==> config.mk <==
export PLATFORM = sky130hd
export DESIGN_NAME = branch_predictor
export DESIGN_NICKNAME = d
export VERILOG_FILES = /design/src/rtl/branch_predictor_pkg.sv /design/src/rtl/branch_predictor_sat_counter.sv /design/src/rtl/branch_predictor.sv
export SDC_FILE = /design/constraint.sdc
export NUM_CORES = 2
export LEC_CHECK = 0
export CORE_ASPECT_RATIO = 0.8
export CORE_MARGIN = 1.5
export CORE_UTILIZATION = 55
export CTS_CLUSTER_SIZE = 30
export DETAILED_ROUTE_END_ITERATION = 7
export GPL_TIMING_DRIVEN = 0
export PLACE_DENSITY = 0.73
export SLEW_MARGIN = 40
export SYNTH_ARGS = -nofsm -noshare
export SYNTH_HDL_FRONTEND = slang
export SYNTH_HIERARCHICAL = 1
export SYNTH_SLANG_ARGS = --single-unit
==> constraint.sdc <==
create_clock -name CLK -period 14 [get_ports CLK]
set_clock_uncertainty 0.1 [all_clocks]
set_input_delay 4.2 -clock CLK [delete_from_list [all_inputs] [get_ports CLK]]
set_output_delay 4.2 -clock CLK [all_outputs]
set_load 0.1 [all_outputs]
==> src/rtl/branch_predictor_pkg.sv <==
// Shared types and constants for the fetch-stage branch predictor.
package branch_predictor_pkg;

   typedef logic [31:0] word_t;

   localparam int BP_MODE_STATIC  = 0;
   localparam int BP_MODE_DYNAMIC = 1;

endpackage

==> src/rtl/branch_predictor_sat_counter.sv <==
// Pure saturating up/down next-value logic, shared by the direction and statistics counters.
module bp_sat_counter #(
   parameter int WIDTH = 2
) (
   input  logic [WIDTH-1:0] value,
   input  logic             inc,
   input  logic             dec,
   output logic [WIDTH-1:0] next
);

   function automatic logic [WIDTH-1:0] sat_step(input logic [WIDTH-1:0] v,
                                                 input logic up, input logic down);
      logic [WIDTH-1:0] r;
      r = v;
      if (up && !down && (v != {WIDTH{1'b1}}))
         r = v + 1'b1;
      else if (down && !up && (v != {WIDTH{1'b0}}))
         r = v - 1'b1;
      return r;
   endfunction

   assign next = sat_step(value, inc, dec);

endmodule

==> src/rtl/branch_predictor.sv <==
// Branch target buffer with per-entry saturating direction counters and
// saturating prediction statistics; lookup is combinational on the registered table.
module branch_predictor
   import branch_predictor_pkg::*;
#(
   parameter int INDEX_BITS = 4,
   parameter int CTR_BITS   = 2,
   parameter int MODE       = BP_MODE_DYNAMIC,
   parameter int STAT_WIDTH = 16
) (
   input  logic                  CLK,
   input  logic                  nRST,
   input  word_t                 lk_pc,
   output logic                  lk_hit,
   output logic                  lk_taken,
   output word_t                 lk_target,
   input  logic                  upd_valid,
   input  word_t                 upd_pc,
   input  logic                  upd_taken,
   input  word_t                 upd_target,
   input  logic                  upd_pred_taken,
   input  word_t                 upd_pred_target,
   input  logic                  clear,
   output logic                  mispredict,
   output logic [STAT_WIDTH-1:0] stat_branches,
   output logic [STAT_WIDTH-1:0] stat_mispredicts
);

   localparam int ENTRIES = 1 << INDEX_BITS;
   localparam int TAG_W   = 30 - INDEX_BITS;
   localparam logic [CTR_BITS-1:0] CTR_WNT = CTR_BITS'((1 << (CTR_BITS - 1)) - 1);
   localparam logic [CTR_BITS-1:0] CTR_WT  = CTR_BITS'(1 << (CTR_BITS - 1));

   typedef struct packed {
      logic                valid;
      logic [TAG_W-1:0]    tag;
      word_t               target;
      logic [CTR_BITS-1:0] ctr;
   } btb_entry_t;

   btb_entry_t            tbl [ENTRIES];
   logic [CTR_BITS-1:0]   ctr_next [ENTRIES];
   logic [INDEX_BITS-1:0] lk_idx;
   logic [INDEX_BITS-1:0] upd_idx;
   logic [TAG_W-1:0]      lk_tag;
   logic [TAG_W-1:0]      upd_tag;
   btb_entry_t            lk_entry;
   btb_entry_t            upd_entry;
   logic                  upd_hit;
   logic [STAT_WIDTH-1:0] br_next;
   logic [STAT_WIDTH-1:0] mp_next;
   logic [1:0]            unused_pc_bits;

   assign unused_pc_bits = upd_pc[1:0];

   assign lk_idx   = lk_pc[INDEX_BITS+1:2];
   assign lk_tag   = lk_pc[31:INDEX_BITS+2];
   assign upd_idx  = upd_pc[INDEX_BITS+1:2];
   assign upd_tag  = upd_pc[31:INDEX_BITS+2];
   assign lk_entry  = tbl[lk_idx];
   assign upd_entry = tbl[upd_idx];
   assign upd_hit   = upd_entry.valid && (upd_entry.tag == upd_tag);

   // No bypass: a same-cycle update becomes visible only after the clock edge.
   assign lk_hit    = lk_entry.valid && (lk_entry.tag == lk_tag);
   assign lk_taken  = lk_hit && lk_entry.ctr[CTR_BITS-1] && (MODE == BP_MODE_DYNAMIC);
   assign lk_target = lk_taken ? lk_entry.target : lk_pc + 32'd4;

   assign mispredict = upd_valid &&
                       ((upd_taken != upd_pred_taken) ||
                        (upd_taken && upd_pred_taken && (upd_target != upd_pred_target)));

   for (genvar i = 0; i < ENTRIES; i++) begin : g_ctr
      bp_sat_counter #(.WIDTH(CTR_BITS)) u_ctr (
         .value (tbl[i].ctr),
         .inc   (upd_taken),
         .dec   (!upd_taken),
         .next  (ctr_next[i])
      );
   end

   always_ff @(posedge CLK or negedge nRST) begin
      if (!nRST) begin
         for (int i = 0; i < ENTRIES; i++) begin
            tbl[i].valid  <= 1'b0;
            tbl[i].tag    <= '0;
            tbl[i].target <= '0;
            tbl[i].ctr    <= CTR_WNT;
         end
      end else if (clear) begin
         for (int i = 0; i < ENTRIES; i++) begin
            tbl[i].valid <= 1'b0;
            tbl[i].ctr   <= CTR_WNT;
         end
      end else if (upd_valid) begin
         if (upd_hit) begin
            tbl[upd_idx].ctr <= ctr_next[upd_idx];
            if (upd_taken)
               tbl[upd_idx].target <= upd_target;
         end else if (upd_taken) begin
            tbl[upd_idx].valid  <= 1'b1;
            tbl[upd_idx].tag    <= upd_tag;
            tbl[upd_idx].target <= upd_target;
            tbl[upd_idx].ctr    <= CTR_WT;
         end
      end
   end

   bp_sat_counter #(.WIDTH(STAT_WIDTH)) u_stat_br (
      .value (stat_branches),
      .inc   (upd_valid),
      .dec   (1'b0),
      .next  (br_next)
   );

   bp_sat_counter #(.WIDTH(STAT_WIDTH)) u_stat_mp (
      .value (stat_mispredicts),
      .inc   (mispredict),
      .dec   (1'b0),
      .next  (mp_next)
   );

   // Statistics keep counting through clear; only nRST zeroes them.
   always_ff @(posedge CLK or negedge nRST) begin
      if (!nRST) begin
         stat_branches    <= '0;
         stat_mispredicts <= '0;
      end else begin
         stat_branches    <= br_next;
         stat_mispredicts <= mp_next;
      end
   end

endmodule

==> run metrics <==
all-layer global routing usage=34.71%; number of design rule violations left after detail routing=0; post-placement cell count=5,352; Worst-Margin Slew=0.9718 ns; routed via count=37,510; post-layout instance area=0.06147 mm²; top-area cell type share of the netlist area=45.64%; largest delay contributor family on the critical path=buffers and inverters; Congestion Overflow GR=0; share of total power consumed by net switching=31.24%; slowest cell on the critical path=clkdlybuf4s50_1; Wirelength per Cell=31.27 µm; part of the power in registers=42.9%; Cell Pwr Density=136.9 mW/mm²; combinational power share=22.1%; Syn Std Cell Area=0.05438 mm²; total iterations of the first detailed-routing run=6; endpoints failing hold=0; HPWL after DPL=122,400 µm; final total power=8.415 mW; area growth from synthesis to layout=13.02%; internal power=5.786 mW; RSZ-0062 raised after global routing=no; worst vdd rail ir drop=210.0 µV; antenna-violating nets left=0; CTS tree=done; Peak Freq=71.75 MHz; pin count of the biggest net entering global routing=108; count of buffers from port buffering=151; final worst path period need=13.94 ns; worst hold margin=0.3727 ns; CTS Hold Buffers Added=0; number of enable-type register cells in the synthesized netlist=0; result of the run=finished, final reports clean; most used cell along the critical path=buf_4; vertical die dimension=284.3 µm; routability-driven placement congestion ratio=0.9902; worst path arrival time=9.64 ns; yosys synthesis warning count=6; share of layout cells above drive strength 1=40.66%; initial DRC count=4,614; syn avg cell area=14.04 µm²; Max Root-Sink Buffers=3; M2 GR Usage=48.09%; CP max FO=10; total length of routed wires=173,500 µm; Die X=354.6 µm; Final Setup Violations=0; total clock sinks=1,008; type of the most critical hold path=flip-flop to flip-flop; standard cell core area=0.09738 mm²; normalized max-slew margin=35.21%; most used routing layer=met1; gate count after technology mapping=3,873; most common library cell in the layout ignoring fill and taps=dfrtp_1; Clock power frac=35.0%; number of synthesized register bits=1,008; final-layout setup total negative slack=0 ns; cell at the root of the clock tree=clkbuf_16; placed inst area=0.05774 mm²; cells taking the most area after synthesis=dfrtp_1 46%, mux2_2 18%, mux4_2 15%; worst slack at placement=-1.201 ns; count of distinct cell types in the synthesized netlist=82; number of violations of the max-capacitance limit=0; filler cell count in the final layout=7,229; count of boundary I/O pins=201; final worst-path cycle share=99.55%; sequential-to-total area share from yosys stat=46.42%; clk_lat worst skew=0.73 ns; H-Tree Level Count=3; count of standard-cell rows=102; Setup Crit Path Kind=primary input to primary output; initial antenna violation count=12; via/cell ratio=6.761; CP required=9.70 ns; critical-path cell list=clkdlybuf4s50_1, buf_2, buf_4, clkbuf_4, buf_2, clkbuf_4, mux4_2, mux2i_1, mux2i_2, xor2_1, nor4_1, nand2_1, nor4_4, buf_4, buf_6, mux2i_1, buf_4; kind of launch point of the worst setup path=primary input; global-route met3 utilization=14.56%; CP peak stage delay=0.54 ns; leading register cell type out of synthesis=dfrtp_1; ys async rst share=100.0%; clock transition at the registers of the reported paths=0.06 ns; endpoint kind of the worst setup timing path=primary output; number of buffers created by CTS=104; first-pass GRT wire length=255,500 µm; non-filler cells, final=5,547; number of global-route vias before repair=37,550; effective utilization at floorplan=55.85%; combined buffer and inverter count along the critical path=9; worst path setup slack after routing=0.06240 ns; pins over their slew limit=0; global routing met1 resource utilization=49.57%; cell type contributing the most total cell area after synthesis=dfrtp_1; leakage power figure=28.07 nW; final design utilization=63.12%; die area=0.1008 mm²; most frequent cells in the layout=992 x dfrtp_1, 848 x mux2_2, 370 x mux4_2, 179 x clkbuf_1, 179 x nand2_1; net switching power=2.629 mW; NumNets Final=4,331
[power groups by stage]
stage	sequential, mW	combinational, mW	clock (mW)
2_1_floorplan	3.86	1.05	0
3_3_place_gp	3.65	1.83	0
3_5_place_dp	3.65	1.83	0
4_1_cts	3.60	1.84	2.97
5_1_grt	3.66	1.95	3.09
6_report	3.61	1.86	2.95
[layer usage]
| metal | routed length [µm] | vias up |
|---|---|---|
| met1 | 71160 | 19670 |
| li1 | - | 15240 |
| met4 | 5865 | 14 |
| met2 | 72590 | 2188 |
| met3 | 23770 | 398 |
| met5 | 73 | - |
[cells by family (layout without fill, tap and decap cells)]
kind of cell | after synthesis | count (layout) | share of synthesized area, %
AOI/OAI and AO/OA | 309 | 309 | 4.346
xor gates and xnor gates | 150 | 150 | 2.416
adders and majority gates | 40 | 40 | 0.9203
buffers and inverters | 406 | 762 | 3.414
DFF | 1008 | 1008 | 46.42
muxes | 1424 | 1424 | 37.08
other | 1 | 19 | 0.006895
and+or+nand+nor | 535 | 535 | 5.397
[registers in the layout, summed over array words and instances (netlist names)]
name              flops
stat_branches        16
tbl                 976
stat_mispredicts     16
[cell type report]
| class | count | area, µm² | share of cell area (%) |
|---|---|---|---|
| clock inverters | 50 | 681.9 | 1.109 |
| flip-flops and latches | 1008 | 25240 | 41.07 |
| plain buffers | 352 | 1742 | 2.834 |
| inverters | 51 | 191.4 | 0.3115 |
| diodes | 5 | 12.51 | 0.02036 |
| repair buffers | 168 | 1569 | 2.553 |
| multi-input cells | 2472 | 27460 | 44.67 |
| clock buffers | 141 | 2942 | 4.786 |
| well taps | 1300 | 1627 | 2.646 |
[final timing paths]
kind / from / end / slack (ns) / cells after the start
setup / recovery: lk_pc[3] / lk_target[2] / 0.06 / 17
hold / removal: tbl[8] / tbl[8] / 0.37 / 2
setup reg to reg: tbl[102] / tbl[58] / 9.36 / 11
hold reg to reg: tbl[8] / tbl[8] / 0.37 / 2
max in group asynchronous: nRST / stat_mispredicts[1] / 8.43 / 5
min in group asynchronous: nRST / tbl[346] / 3.24 / 1
[synthesized netlist by cell type, drive strengths merged, types with 6 or more instances]
| cell | count |
|---|---|
| and4 | 9 |
| a221o | 17 |
| dfrtp | 992 |
| mux2 | 937 |
| or2 | 6 |
| nand4 | 42 |
| a211oi | 14 |
| clkbuf | 191 |
| ha | 40 |
| a22oi | 25 |
| mux4 | 377 |
| nand2 | 179 |
| and3 | 26 |
| xor2 | 26 |
| nor2 | 66 |
| a22o | 6 |
| o22ai | 13 |
| or4 | 10 |
| nor4 | 14 |
| dfstp | 16 |
| nor3b | 21 |
| a21oi | 62 |
| xnor2 | 124 |
| nand2b | 39 |
| inv | 51 |
| and2 | 7 |
| mux2i | 110 |
| nor2b | 20 |
| buf | 164 |
| a2111oi | 8 |
| nand3 | 42 |
| a41o | 34 |
| nor3 | 19 |
| a21o | 16 |
| nand4b | 17 |
| a31oi | 24 |
| o21ai | 56 |
[worst reg2reg max path, delay by kind of cell, from the launching register on]
family                    cells  cell delay (ns)
AOI/OAI and AO/OA             2             0.97
buffers and inverters         3             1.05
xor gates and xnor gates      1             0.74
DFF                           1             0.40
muxes                         4             1.15
and+or+nand+nor               1             0.11
[repair_timing]
| item | CTS | global route |
|---|---|---|
| pin swaps | 1 | 0 |
| resized for setup | 13 | 10 |
| setup endpoints to repair | 32 | 24 |
| buffers inserted | 2 | 0 |
No activity file was read; power rests on OpenSTA's default activity.
